### config.mk
export PLATFORM = sky130hd
export DESIGN_NAME = mtf_update_sched
export DESIGN_NICKNAME = d
export VERILOG_FILES = /design/src/rtl/mtf_update_sched.sv
export SDC_FILE = /design/constraint.sdc
export NUM_CORES = 1
export LEC_CHECK = 0
export ABC_AREA = 0
export BUFFER_PORTS_ARGS = -buffer_cell sky130_fd_sc_hd__clkbuf_2
export CELL_PAD_IN_SITES_DETAIL_PLACEMENT = 0
export CELL_PAD_IN_SITES_GLOBAL_PLACEMENT = 1
export CORE_MARGIN = 3
export CORE_UTILIZATION = 35
export DETAILED_ROUTE_END_ITERATION = 12
export PLACE_DENSITY = 0.64
export SLEW_MARGIN = 20
export SYNTH_ARGS = -nofsm -noshare
export SYNTH_HDL_FRONTEND = slang
export SYNTH_SLANG_ARGS = --single-unit
### constraint.sdc
create_clock -name clk -period 3.1 [get_ports clk]
set_input_delay 0.155 -clock clk [delete_from_list [all_inputs] [get_ports clk]]
set_output_delay 0.155 -clock clk [all_outputs]
set_load 0.005 [all_outputs]
### src/rtl/mtf_update_sched.sv
// rtl/mtf_update_sched.sv - tick-driven scheduler that sweeps N_NEUR neurons through one shared update engine
module mtf_update_sched #(
  parameter int N_NEUR   = 4,
  parameter int IDX_W    = 2,
  parameter int TICK_DIV = 1000,
  parameter int WD_MAX   = 255
) (
  input  logic              clk,
  input  logic              reset,
  input  logic              enable,
  input  logic              cfg_we,
  input  logic [IDX_W-1:0]  cfg_addr,
  input  logic [7:0]        cfg_data,
  input  logic              ovr_clr,
  output logic              eng_start,
  output logic [IDX_W-1:0]  eng_idx,
  output logic [7:0]        eng_i_ext,
  input  logic              eng_done,
  input  logic              eng_spike,
  output logic [N_NEUR-1:0] spike_vec,
  output logic              step_done,
  output logic              busy,
  output logic              overrun,
  output logic              eng_fault
);

  localparam int CNT_W = (TICK_DIV > 1) ? $clog2(TICK_DIV) : 1;
  localparam int WD_W  = (WD_MAX > 1) ? $clog2(WD_MAX + 1) : 1;

  localparam logic [CNT_W-1:0] CNT_LAST = CNT_W'(TICK_DIV - 1);
  localparam logic [WD_W-1:0]  WD_LAST  = WD_W'(WD_MAX - 1);
  localparam logic [IDX_W-1:0] IDX_LAST = IDX_W'(N_NEUR - 1);

  typedef enum logic [1:0] {
    S_IDLE,
    S_ISSUE,
    S_WAIT,
    S_COMMIT
  } state_t;

  state_t              state_q;
  logic [IDX_W-1:0]    idx_q;
  logic [WD_W-1:0]     wd_q;
  logic [CNT_W-1:0]    tick_cnt_q;
  logic [CNT_W-1:0]    tick_cnt_d;
  logic                tick;
  logic [7:0]          i_ext_q [N_NEUR];
  logic [N_NEUR-1:0]   shadow_q;
  logic [N_NEUR-1:0]   shadow_d;
  logic [N_NEUR-1:0]   spike_vec_q;
  logic                eng_start_q;
  logic [IDX_W-1:0]    eng_idx_q;
  logic [7:0]          eng_i_ext_q;
  logic                step_done_q;
  logic                busy_q;
  logic                overrun_q;
  logic                eng_fault_q;

  logic                cfg_in_range;
  logic                done_ev;
  logic                timeout;
  logic                advance;
  logic                res_bit;
  logic [IDX_W-1:0]    idx_inc;

  assign cfg_in_range = int'(cfg_addr) < N_NEUR;
  assign idx_inc      = idx_q + 1'b1;

  // A done pulse only counts while waiting; one seen during ISSUE (same cycle as
  // eng_start) is dropped. A timeout retires the neuron as "no spike".
  assign done_ev = (state_q == S_WAIT) && eng_done;
  assign timeout = (state_q == S_WAIT) && !eng_done && (wd_q == WD_LAST);
  assign advance = done_ev || timeout;
  assign res_bit = done_ev ? eng_spike : 1'b0;

  // Free-running step divider: wraps on the tick cycle, held at zero while disabled.
  always_comb begin
    tick       = 1'b0;
    tick_cnt_d = tick_cnt_q;
    if (!enable) begin
      tick_cnt_d = '0;
    end else if (tick_cnt_q == CNT_LAST) begin
      tick       = 1'b1;
      tick_cnt_d = '0;
    end else begin
      tick_cnt_d = tick_cnt_q + 1'b1;
    end
  end

  // Divider register.
  always_ff @(posedge clk) begin
    if (reset) begin
      tick_cnt_q <= '0;
    end else begin
      tick_cnt_q <= tick_cnt_d;
    end
  end

  // Per-neuron external current table; out-of-range addresses are dropped.
  always_ff @(posedge clk) begin
    if (reset) begin
      for (int i = 0; i < N_NEUR; i++) begin
        i_ext_q[i] <= '0;
      end
    end else if (cfg_we && cfg_in_range) begin
      i_ext_q[cfg_addr] <= cfg_data;
    end
  end

  // Shadow spike vector with the result of the neuron being retired this cycle merged in.
  always_comb begin
    shadow_d = shadow_q;
    if (advance) begin
      shadow_d[idx_q] = res_bit;
    end
  end

  // Sweep sequencer. eng_idx/eng_i_ext are loaded only when entering ISSUE, so
  // table writes during WAIT cannot disturb the value the engine is using.
  // spike_vec is loaded on the edge into COMMIT so it is valid alongside step_done.
  always_ff @(posedge clk) begin
    if (reset) begin
      state_q     <= S_IDLE;
      idx_q       <= '0;
      wd_q        <= '0;
      shadow_q    <= '0;
      spike_vec_q <= '0;
      eng_start_q <= 1'b0;
      eng_idx_q   <= '0;
      eng_i_ext_q <= '0;
      step_done_q <= 1'b0;
      busy_q      <= 1'b0;
    end else begin
      eng_start_q <= 1'b0;
      step_done_q <= 1'b0;
      shadow_q    <= shadow_d;
      case (state_q)
        S_IDLE: begin
          if (tick) begin
            idx_q       <= '0;
            eng_idx_q   <= '0;
            eng_i_ext_q <= i_ext_q[0];
            eng_start_q <= 1'b1;
            busy_q      <= 1'b1;
            state_q     <= S_ISSUE;
          end
        end
        S_ISSUE: begin
          wd_q    <= '0;
          state_q <= S_WAIT;
        end
        S_WAIT: begin
          if (advance) begin
            if (idx_q == IDX_LAST) begin
              spike_vec_q <= shadow_d;
              step_done_q <= 1'b1;
              state_q     <= S_COMMIT;
            end else begin
              idx_q       <= idx_inc;
              eng_idx_q   <= idx_inc;
              eng_i_ext_q <= i_ext_q[idx_inc];
              eng_start_q <= 1'b1;
              state_q     <= S_ISSUE;
            end
          end else begin
            wd_q <= wd_q + 1'b1;
          end
        end
        S_COMMIT: begin
          busy_q  <= 1'b0;
          state_q <= S_IDLE;
        end
        default: begin
          busy_q  <= 1'b0;
          state_q <= S_IDLE;
        end
      endcase
    end
  end

  // Sticky status flags; a set event in the same cycle as ovr_clr wins.
  always_ff @(posedge clk) begin
    if (reset) begin
      overrun_q   <= 1'b0;
      eng_fault_q <= 1'b0;
    end else begin
      if (tick && busy_q) begin
        overrun_q <= 1'b1;
      end else if (ovr_clr) begin
        overrun_q <= 1'b0;
      end
      if (timeout) begin
        eng_fault_q <= 1'b1;
      end else if (ovr_clr) begin
        eng_fault_q <= 1'b0;
      end
    end
  end

  assign eng_start = eng_start_q;
  assign eng_idx   = eng_idx_q;
  assign eng_i_ext = eng_i_ext_q;
  assign spike_vec = spike_vec_q;
  assign step_done = step_done_q;
  assign busy      = busy_q;
  assign overrun   = overrun_q;
  assign eng_fault = eng_fault_q;

endmodule

# Yosys cells after proc, flatten, opt, wreduce, memory -nomap -nowiden
# Memory sizes are Yosys's and may differ from the RTL's.
# Cells that the tools add are included.
totals:
  reg_bits: 43
  ramBits: 32
  inputBits: 17
  out_inout_bits: 19
  word_cells: 91
  mem_count: 1
mem_list:
  columns: ["memory", "words", "word_bits", "read_ports", "rd_clocked_by_memory_dff", "write_ports", "line_no", "rtl"]
  rows:
  - ["i_ext_q", 4, 8, 2, 0, 4, "47", "logic [7:0] i_ext_q [N_NEUR];"]
classes:
  addsub: 3
  magnitude_cmp: 2
  eq_ne: 10
  muxes: 39
  bitwise_logic: 3
  n_reduce_logical: 21
op_table:
  columns: ["op", "count"]
  rows:
  - ["$mux 8", 5]
  - ["$pmux 8 s2", 2]
  - ["$mux 1", 18]
  - ["$mux 2", 7]
  - ["$add 10x1->10 const B", 1]
  - ["$eq 10x10->1 const B", 1]
  - ["$reduce_bool 2->1", 5]
  - ["$add 8x1->8 const B", 1]
  - ["$eq 8x8->1 const B", 1]
  - ["$ne 2x2->1 const B", 4]
  - ["$pmux 2 s4", 1]
  - ["$reduce_or 8->1", 1]
  - ["$eq 2x2->1 const B", 3]
  - ["$reduce_and 2->1", 3]
  - ["$reduce_or 3->1", 2]
  - ["$logic_and 1x1->1", 5]
  - ["$bwmux 4", 1]
  - ["$mux 4", 1]
  - ["$pmux 1 s2", 2]
  - ["$pmux 2 s2", 1]
  - ["$reduce_and 4->1", 1]
  - ["$lt 2x3->1 const B", 1]
  - ["$not 1->1", 3]
  - ["$reduce_and 3->1", 1]
  - ["other kinds (7)", 7]

# Logic depth before layout (Yosys ltp)
depth:
  depth_word: 6
  mapped_depth: 9
  depth_no_buf: 7

# Worst setup path after synthesis
# Ideal clock, no wire load.
synth_timing:
  kind: "register to register"
  startpoint: "reg eng_idx[0] (netlist name)"
  endpoint: "reg eng_i_ext_q[1] (netlist: eng_i_ext[1])"
  t_arrival_ns: 2.184
  required_ns: 3.040
  slack_ns: 0.856
  stages_incl_launch_ff: 9
  n_path_buf: 1
  period_less_slack_ns: 2.244
  path_cell_list: "dfxtp_1 clkbuf_1 inv_1 ha_1 nor2b_1 a221oi_1 a211o_1 a21oi_1 a41o_1"
synth_lines:
  columns: ["item", "line_no", "rtl"]
  rows:
  - ["to (signal assigned)", "142", "eng_i_ext_q <= i_ext_q[0];"]
  - ["to (signal assigned)", "161", "eng_i_ext_q <= i_ext_q[idx_inc];"]
  - ["to (decl)", "53", "logic [7:0] eng_i_ext_q;"]

==> results.yml <==
status:
  status: "completed"
cells_and_area:
  diodes: 0
  synthToLayoutAreaGrowth_pct: 16.59
  nets: 397
  final_area_sq_um: 3993
  instances_no_fill: 507
  finish.utilization: 0.4260
  layout_common_cells: "42 x dfxtp_1, 35 x clkbuf_2, 32 x and2_1, 32 x edfxtp_1, 31 x a21oi_1"
  drive_above_1_share: 0.1799
  nFillCells: 949
  final_common_cell: "dfxtp_1"
synthesis:
  synthFlopType: "dfxtp_1"
  yosysWarnings: 0
  synth_xor_area_frac: 0.02558
  ys_types: 48
  synthSimpleGateAreaFrac: 0.2320
  yosys_register_bits: 74
  syn-cell-area_sq_um: 3425
  avgSynthCellArea_sq_um: 10.25
  postSynthCellCount: 334
  synth-async-reset-ratio: 0
  synth_mux_area_frac: 0.01242
  synth-compound-area-share: 0.1480
  synthAdderAreaFrac: 0.02558
  ys_seq_area_frac: 0.5261
  syn_nets: 358
  synth_top_family_by_area: "simple AND/OR/NAND/NOR gates"
  synth_edf_count: 32
min_path:
  holdPathEnd: "eng_fault"
  hold_start: "ovr_clr"
  hp-class: "in2reg"
  min_path_cells: 3
timing:
  fin_skew_ps: 7.059
  worst_slack_ps: 648.5
  tns_ps: 0
  maxSlewHeadroom: 0.5112
  period_minus_slack_ps: 2452
  setup_viol: 0
  timing.fmax_ghz: 0.4079
  worst_pin_slew_ps: 732.0
  rsz0062_at_grt: "no"
  holdWs_ps: 92.87
  finalMaxSlewViolations: 0
  hold_viol_final: 0
  fin_crit_sh: 0.7908
setup_path:
  setup.worst_path.end_class: "flop"
  slowest_stage: "ha_1"
  start_kind: "flop"
  critical_path_required_ps: 3390
  reg2reg_from: "eng_idx[1]"
  cpPeakStageDelay_ps: 640
  reg2reg_depth: 7
  critPathTopFamily: "compound AO/OA/AOI/OAI gates"
  r2r_end: "eng_i_ext[0]"
  r2r_setup_slack_ps: 650
  crit_chain: "inv_1 > ha_1 > nor2b_1 > a221oi_1 > a211o_1 > a21oi_1 > a41o_1"
  crit_buf_inv: 1
  crit_type: "reg2reg"
  cp_max_fo: 19
  arrival_ps: 2740
route:
  first_pass_iters: 4
  wl_um: 7280
  vias: 2485
  ant_nets: 0
  first_iter_violations: 83
  viasPerCell: 4.901
  wire_per_inst_um: 14.36
  drc_errors: 0
cts:
  cts_resized: 0
  clk_path_buf_depth: 2
  worstSkewPairLatency_ps: 340
  cts_tree: "yes"
  cts-root-buf: "clkbuf_8"
  numCtsBuffers: 9
  cts.sinks: 74
  clk_pin_slew_worst_paths_ps: 80
  cts_setup_buffers: 0
  htree_levels: 3
  cts_hold_buf: 0
power_and_ir_drop:
  power_density_nw_per_um2: 512.1
  total_power_mw: 2.044
  power.leakage_nw: 1.514
  ir_worst_vdd_mv: 0.2096
global_routing:
  grt-busiest-layer: "met2"
  antenna_found_initial: 0
  grt_max_degree: 31
  grt_pass1_vias: 2477
  grt.met2_usage: 0.2346
  grt_pass1_wl_um: 12340
  grtUsageTotal: 0.1422
  met1_usage: 0.1786
  grt_overflow: 0
  grt_use_met3: 0.02903
die:
  rows: 35
  die_w_um: 104.9
  die-height_um: 104.9
  io_pins: 36
  dieArea_sq_um: 11010
  start_util: 0.3654
  core_sq_um: 9371
place:
  place.port_buffers: 35
  hpwl_um: 5249
  placed_area_sq_um: 3751
  post-place-ws_ps: 661.9
  routabilityCongestion: 0.7610
  dp.cells: 491
run:
  maxCapViolCount: 0
==> final cells by class <==
cell class,instances,area (sq um),share of cell area
Tap cell,129,161.4,0.04043
Multi-Input combinational cell,234,1519,0.3804
Inverter,13,48.80,0.01222
Sequential cell,74,1802,0.4513
Timing Repair Buffer,41,220.2,0.05516
Clock inverter,7,117.6,0.02946
Clock buffer,9,123.9,0.03102
==> where the power goes <==
group / total (mW) / internal [mW] / leakage [nW] / switching, mW
registers: 1.06 / 1.05 / 0.651 / 0.00973
logic: 0.0850 / 0.0348 / 0.751 / 0.0501
clock network: 0.900 / 0.533 / 0.113 / 0.367
total: 2.04 / 1.62 / 1.51 / 0.427
==> sequential cells by signal, summed over array words and instances, names as in the netlist <==
name / flops
eng_i_ext: 8
wd_q: 8
i_ext_q: 32
eng_idx: 2
eng_fault: 1
overrun: 1
spike_vec: 4
tick_cnt_q: 10
shadow_q: 3
busy: 1
eng_start: 1
state_q: 2
step_done: 1
==> worst max-delay path by stage <==
stage | cells after the start | end | from
after detailed placement | 7 | eng_i_ext[0] | eng_idx[1]
after floorplan | 8 | eng_i_ext[1] | eng_idx[0]
after global routing | 7 | eng_i_ext[2] | eng_idx[1]
after CTS | 7 | eng_i_ext[0] | eng_idx[1]
after global placement | 7 | eng_i_ext[5] | eng_idx[1]
final | 7 | eng_i_ext[0] | eng_idx[1]
==> tightest hold or removal path: stages <==
cell and delay, ps:
clkbuf_2 90, nand2b_1 90, a21oi_1 60
==> cells in the mapped netlist (2+ instances only) <==
library cell,n,share of area
or2_2,2,0.0037
xnor2_1,6,0.015
inv_1,13,0.014
nand2_1,23,0.025
and2_1,32,0.058
a221oi_1,7,0.018
o21ai_0,7,0.010
dfxtp_1,42,0.25
nor2b_1,12,0.022
a41o_1,7,0.020
o31ai_1,2,0.0044
nand4_1,5,0.0091
a211o_1,7,0.018
and3_1,6,0.011
nor3b_1,2,0.0044
nand3_1,10,0.015
and4_1,2,0.0051
nor2_1,25,0.027
mux2_2,2,0.0066
edfxtp_1,32,0.28
buf_2,5,0.0073
ha_1,7,0.026
nor3_1,2,0.0029
mux2i_1,2,0.0058
a21oi_1,31,0.045
nand2b_1,10,0.018
clkbuf_1,7,0.0077
xor2_1,4,0.010
a311oi_1,3,0.0077
==> layer usage <==
layer  share of wire  wire length, um
met1            0.47             3434
met2            0.46             3381
met3           0.039              283
met4           0.025              180
met5               0                0
==> logic make-up (layout without fill, tap and decap cells) <==
kind of cell	after synthesis	in the layout
mux	4	4
buf+inv	26	70
flops	74	74
xor+xnor	10	10
simple gates	141	141
compound gates	72	72
fa+ha+maj	7	7
(Power assumes the default switching activity.)
